## src/rtl/risc_v_pkg.sv

```systemverilog
// risc_v_pkg: shared opcodes, funct3 codes, FSM states and access-legality helpers
package risc_v_pkg;

    localparam logic [6:0] OP_LOAD  = 7'b0000011;
    localparam logic [6:0] OP_STORE = 7'b0100011;

    localparam logic [2:0] F3_B  = 3'b000;
    localparam logic [2:0] F3_H  = 3'b001;
    localparam logic [2:0] F3_W  = 3'b010;
    localparam logic [2:0] F3_BU = 3'b100;
    localparam logic [2:0] F3_HU = 3'b101;

    typedef enum logic [1:0] {IDLE, ACCESS, RESP} state_t;

    // Illegal funct3 for the access kind, or a halfword/word not naturally aligned
    function automatic logic access_error(input logic is_load, input logic [2:0] f3,
                                          input logic [1:0] a);
        return (f3 == F3_B || (is_load && f3 == F3_BU)) ? 1'b0 :
               (f3 == F3_H || (is_load && f3 == F3_HU)) ? a[0] :
               (f3 == F3_W) ? (a != 2'b00) : 1'b1;
    endfunction

    // Lanes touched by a byte, halfword or word at byte offset a
    function automatic logic [3:0] byte_enable(input logic [2:0] f3, input logic [1:0] a);
        return (f3[1:0] == 2'b00) ? 4'b0001 << a :
               (f3[1:0] == 2'b01) ? 4'b0011 << a : 4'b1111;
    endfunction

endpackage

```

## src/rtl/load_align.sv

```systemverilog
// load_align: selects the addressed lane of a read word and sign/zero-extends it
module load_align
    import risc_v_pkg::*;
(
    input  logic [31:0] rdata,
    input  logic [1:0]  addr,
    input  logic [2:0]  funct3,
    output logic [31:0] data
);

    logic [31:0] shifted;

    assign shifted = rdata >> {addr, 3'b000};

    // Extend the low byte/halfword of the shifted word according to the load type
    always_comb begin
        data = (funct3 == F3_B)  ? {{24{shifted[7]}}, shifted[7:0]} :
               (funct3 == F3_H)  ? {{16{shifted[15]}}, shifted[15:0]} :
               (funct3 == F3_W)  ? shifted :
               (funct3 == F3_BU) ? {24'h0, shifted[7:0]} :
               (funct3 == F3_HU) ? {16'h0, shifted[15:0]} : 32'h0;
    end

endmodule

```

## src/rtl/mem_access_unit.sv

```systemverilog
// mem_access_unit: memory stage issuing aligned loads/stores with timeout and write-back pulse
module mem_access_unit
    import risc_v_pkg::*;
#(
    parameter int TIMEOUT = 255
) (
    input  logic        clk,
    input  logic        rst,
    input  logic        ex_valid,
    output logic        ex_ready,
    input  logic [31:0] ex_pc,
    input  logic [31:0] ex_ir,
    input  logic [31:0] ex_alu_out,
    input  logic [31:0] ex_b,
    output logic        mem_req,
    output logic        mem_we,
    output logic [31:0] mem_addr,
    output logic [31:0] mem_wdata,
    output logic [3:0]  mem_be,
    input  logic [31:0] mem_rdata,
    input  logic        mem_ack,
    output logic        wb_valid,
    output logic [31:0] wb_pc,
    output logic [31:0] wb_ir,
    output logic [31:0] wb_alu_out,
    output logic [31:0] wb_load_data,
    output logic        wb_error
);

    localparam int CW = $clog2(TIMEOUT + 1);
    localparam logic [CW-1:0] LAST = CW'(TIMEOUT - 1);

    state_t state, next;
    logic [31:0] pc_r, ir_r, alu_r, b_r, load_r, aligned;
    logic [CW-1:0] cnt;
    logic err_r, accept, is_load_in, is_mem_in, bad_in, is_store, timeout_hit;
    logic [2:0] f3;

    assign accept      = ex_valid && ex_ready;
    assign is_load_in  = ex_ir[6:0] == OP_LOAD;
    assign is_mem_in   = is_load_in || ex_ir[6:0] == OP_STORE;
    assign bad_in      = is_mem_in && access_error(is_load_in, ex_ir[14:12], ex_alu_out[1:0]);
    assign f3          = ir_r[14:12];
    assign is_store    = ir_r[6:0] == OP_STORE;
    assign timeout_hit = cnt == LAST;

    load_align u_align (
        .rdata  (mem_rdata),
        .addr   (alu_r[1:0]),
        .funct3 (f3),
        .data   (aligned)
    );

    // State register; reset abandons any in-flight request
    always_ff @(posedge clk or posedge rst) begin
        if (rst) state <= IDLE;
        else     state <= next;
    end

    // Next state: legal memory ops wait for ack or timeout, everything else responds directly
    always_comb begin
        next = state;
        if (state == IDLE && accept)                        next = (is_mem_in && !bad_in) ? ACCESS : RESP;
        else if (state == ACCESS && (mem_ack || timeout_hit)) next = RESP;
        else if (state == RESP)                             next = IDLE;
    end

    // Count waiting cycles in ACCESS; restarts whenever the unit leaves ACCESS
    always_ff @(posedge clk or posedge rst) begin
        if (rst) cnt <= '0;
        else     cnt <= (state == ACCESS && !mem_ack && !timeout_hit) ? cnt + CW'(1) : '0;
    end

    // Capture the instruction on accept and the load result / timeout error during ACCESS
    always_ff @(posedge clk or posedge rst) begin
        if (rst) begin
            pc_r   <= '0;
            ir_r   <= '0;
            alu_r  <= '0;
            b_r    <= '0;
            load_r <= '0;
            err_r  <= 1'b0;
        end else if (accept) begin
            pc_r   <= ex_pc;
            ir_r   <= ex_ir;
            alu_r  <= ex_alu_out;
            b_r    <= ex_b;
            load_r <= '0;
            err_r  <= bad_in;
        end else if (state == ACCESS) begin
            if (mem_ack && !is_store) load_r <= aligned;
            if (!mem_ack && timeout_hit) err_r <= 1'b1;
        end
    end

    assign ex_ready     = state == IDLE;
    assign mem_req      = state == ACCESS;
    assign mem_we       = mem_req && is_store;
    assign mem_addr     = mem_req ? {alu_r[31:2], 2'b00} : 32'h0;
    assign mem_be       = mem_req ? byte_enable(f3, alu_r[1:0]) : 4'h0;
    assign mem_wdata    = !mem_we ? 32'h0 :
                          (f3[1:0] == 2'b00) ? {4{b_r[7:0]}} :
                          (f3[1:0] == 2'b01) ? {2{b_r[15:0]}} : b_r;
    assign wb_valid     = state == RESP;
    assign wb_pc        = pc_r;
    assign wb_ir        = ir_r;
    assign wb_alu_out   = alu_r;
    assign wb_load_data = load_r;
    assign wb_error     = err_r;

endmodule

```

## config.mk

```make
export PLATFORM = sky130hd
export DESIGN_NAME = mem_access_unit
export DESIGN_NICKNAME = d
export VERILOG_FILES = /design/src/rtl/risc_v_pkg.sv /design/src/rtl/load_align.sv /design/src/rtl/mem_access_unit.sv
export SDC_FILE = /design/constraint.sdc
export NUM_CORES = 1
export LEC_CHECK = 0
export CAP_MARGIN = 20
export CORE_AREA = 2 2 183 185
export CTS_BUF_LIST = sky130_fd_sc_hd__clkbuf_8
export CTS_CLUSTER_SIZE = 28
export DETAILED_ROUTE_END_ITERATION = 8
export DIE_AREA = 0 0 185 187
export MAX_ROUTING_LAYER = met4
export PLACE_DENSITY = 0.58
export SYNTH_ARGS = -nofsm -noshare
export SYNTH_HDL_FRONTEND = slang
export SYNTH_SLANG_ARGS = --single-unit
```

## constraint.sdc

```tcl
create_clock -name clk -period 6.4 [get_ports clk]
set_input_delay 0.64 -clock clk [delete_from_list [all_inputs] [get_ports clk]]
set_output_delay 0.64 -clock clk [all_outputs]
set_load 0.005 [all_outputs]
```

==> impl_metrics.csv <==
group,metric,value,unit
global_routing,antenna_found_initial,1,
placed_design,dp_hpwl,20.5,mm
global_routing,grt_max_degree,75,
route,vias,7420,
clocking,post_cts.repair.setup_buffers,0,
layout,fin_cells,1712,
layout,areaGrowthSynthToFinish,54.3,%
floorplan,start_util,24.5,%
route,vias_per_cell,4.33,
placed_design,placed_cells,1678,
timing,setup_viol,0,
timing,slew_viol_final,0,
clocking,cts_tree,"built",
setup_path,criticalPathCategory,"reg -> out",
clocking,htreeDepth,4,
synthesis,yosys-top-cells-area,"dfrtp_1, nand2_1, mux2i_1",
timing,fin_crit,3530,ps
clocking,cts_resized,0,
run_status,outcome,"finished, final reports clean",
route,drc,0,
timing,finalCritPeriodShare,55.2,%
min_path,min_to,"wb_ir[20]$_DFFE_PP0P_",
route,route.met2.wl,13.6,mm
timing,finalClockSkew,22.2,ps
setup_path,reg2reg_slack,4010,ps
placed_design,place_congestion,0.775,
synthesis,syn_area_per_cell,8.81,µm²
floorplan,core_area,0.0329,mm²
clocking,clk_path_buf_depth,2,
setup_path,cp-end-kind,"primary output",
global_routing,grt_usage,17.1,%
placed_design,dpl_cell_area,0.0120,mm²
floorplan,ios,365,
route,wirelength,28.6,mm
clocking,cts_hold_buf,0,
min_path,hold_path_class,"reg -> reg",
global_routing,grt.overflow.total,0,
setup_path,reg2reg_from,"state[1]$_DFFE_PP0P_",
placed_design,pre_cts_ws,3040,ps
clocking,cts.sinks,171,
floorplan,fp.dieH,187,µm
setup_path,critPathLaunchType,"flop",
placed_design,port_buffers,362,
clocking,clk_pin_slew,100,ps
timing,setup_tns,0,ps
setup_path,rr_endpoint,"wb_load_data[12]$_DFFE_PP0P_",
timing,max_freq,283,MHz
setup_path,worst-path-max-fanout,25,
timing,final_hold_viol_count,0,
clocking,numCtsBuffers,17,
synthesis,synth_seq_cells,171,
route,drt_iter0_markers,314,
floorplan,die_area,0.0346,mm²
setup_path,worstPathArrival,2890,ps
layout,nNetsFinal,1420,
synthesis,synthArstFlopShare,100,%
synthesis,synth_top_cell_by_area,"dfrtp_1",
route,routedWlPerCell,16.7,µm
route,wl_met1,12.8,mm
layout,fin_util,37.8,%
min_path,worstHoldPathCells,2,
layout,drive_above_1_share,4.83,%
timing,rsz0062_at_grt,"no",
layout,final_area,0.0124,mm²
timing,final.setup.worst_slack,2870,ps
synthesis,synth_edf_count,0,
synthesis,yosysMostFrequentCell,"nand2_1",
pwr,power.density,219,mW/mm²
floorplan,rows,67,
synthesis,yosysWarnings,0,
synthesis,syn_inst,914,
synthesis,synth_top_area_share,53.1,%
timing,tightest_slew,872,ps
synthesis,syn_area,0.00805,mm²
route,drt.antenna.violating_nets,0,
floorplan,die_x,185,µm
clocking,root_buffer,"clkbuf_8",
clocking,insertion_delay,480,ps
synthesis,yosysSeqAreaShare,53.1,%
synthesis,synth_ff_type,"dfrtp_1",
setup_path,worstRegToRegCells,5,
pwr,cellLeakagePower,5.63,nW
route,met3_length,1.71,mm
min_path,min_from,"wb_ir[20]$_DFFE_PP0P_",
global_routing,grt_pass1_vias,7655,
global_routing,grt_pass1_wl,44.0,mm
route,drtPass1Iterations,5,
timing,slew-limit-headroom,41.4,%
run,cap_violations,0,
pwr,vdd_ir_drop_max,0.103,mV
setup_path,cp.required,5760,ps
synthesis,synth_common_cells,"nand2_1, dfrtp_1, nor2_1",
route,top_layer,"met4",
synthesis,yosysUniqueCellTypes,54,
[worst max-delay path: stages (launching register included)]
cell,delay [ps]
dfrtp_1,420
or4b_4,580
or3_1,460
buf_16,200
inv_2,120
and2_1,140
clkdlybuf4s50_1,490
[how the worst max path moves through the flow]
stage / from / to / slack (ps)
after CTS: wb_ir[2]$_DFFE_PP0P_ / mem_wdata[2] / 2460
after global routing: wb_ir[2]$_DFFE_PP0P_ / mem_wdata[2] / 2750
final: wb_ir[2]$_DFFE_PP0P_ / mem_wdata[2] / 2870
after floorplan: rst / b_r[0]$_DFFE_PP0P_ / 1130
after detailed placement: wb_ir[2]$_DFFE_PP0P_ / mem_wdata[2] / 3040
after global placement: wb_ir[2]$_DFFE_PP0P_ / mem_wdata[4] / 3100
[report_power, final]
| part | internal [mW] | switching, mW |
|---|---|---|
| registers | 1.20 | 0.0899 |
| logic | 0.356 | 0.328 |
| clock network | 0.311 | 0.443 |
[per-layer routing]
metal	vias to the layer above	GRT usage, %
met2	238	27.1
li1	3618	-
met3	27	4.15
met4	0	4.76
met1	3537	21.8
met5	-	-
[area by class of cell]
cell class | count | area [µm²]
inverter | 6 | 27.5
clock buffer | 20 | 275
sequential | 171 | 4280
timing repair buffer | 372 | 3720
fill | 3405 | 20400
clock inverter | 12 | 104
multi-input combinational | 682 | 3450
tap | 448 | 561
antenna | 1 | 2.50
[registers in the layout, summed over array words and instances (netlist names)]
name / count
b_r: 32
cnt: 8
state: 2
wb_alu_out: 32
wb_error: 1
wb_ir: 32
wb_load_data: 32
wb_pc: 32
[cell usage in the layout, fill, tap and decap left out, drive strengths merged, types with 5 or more instances in the layout]
cell             n
dfrtp          171
mux2i           38
nand3            5
a32o             6
clkdlybuf4s50  362
o2bb2ai          9
inv             11
nor2            47
ha               6
xor2             5
o21ai           26
and2            39
clkinv           5
a21oi           35
nor2b            6
a22o            17
clkbuf          20
nand2          404
buf             10
[logic make-up after synthesis]
group | count (synthesis) | share of synthesized area, %
muxes | 40 | 5.14
other | 1 | 0.0466
DFF | 171 | 53.1
adders and majority gates | 6 | 0.932
xor gates and xnor gates | 6 | 0.653
buffers and inverters | 62 | 4.12
AOI/OAI and AO/OA | 105 | 9.17
and+or+nand+nor | 523 | 26.8
[metrics by stage]
stage	total power, mW	hold slack (ps)
detailed placement	2.00	461
global route	2.89	502
finish	2.72	479
floorplan	1.60	445
CTS	2.78	484
global placement	2.00	458
(Power assumes the default switching activity.)
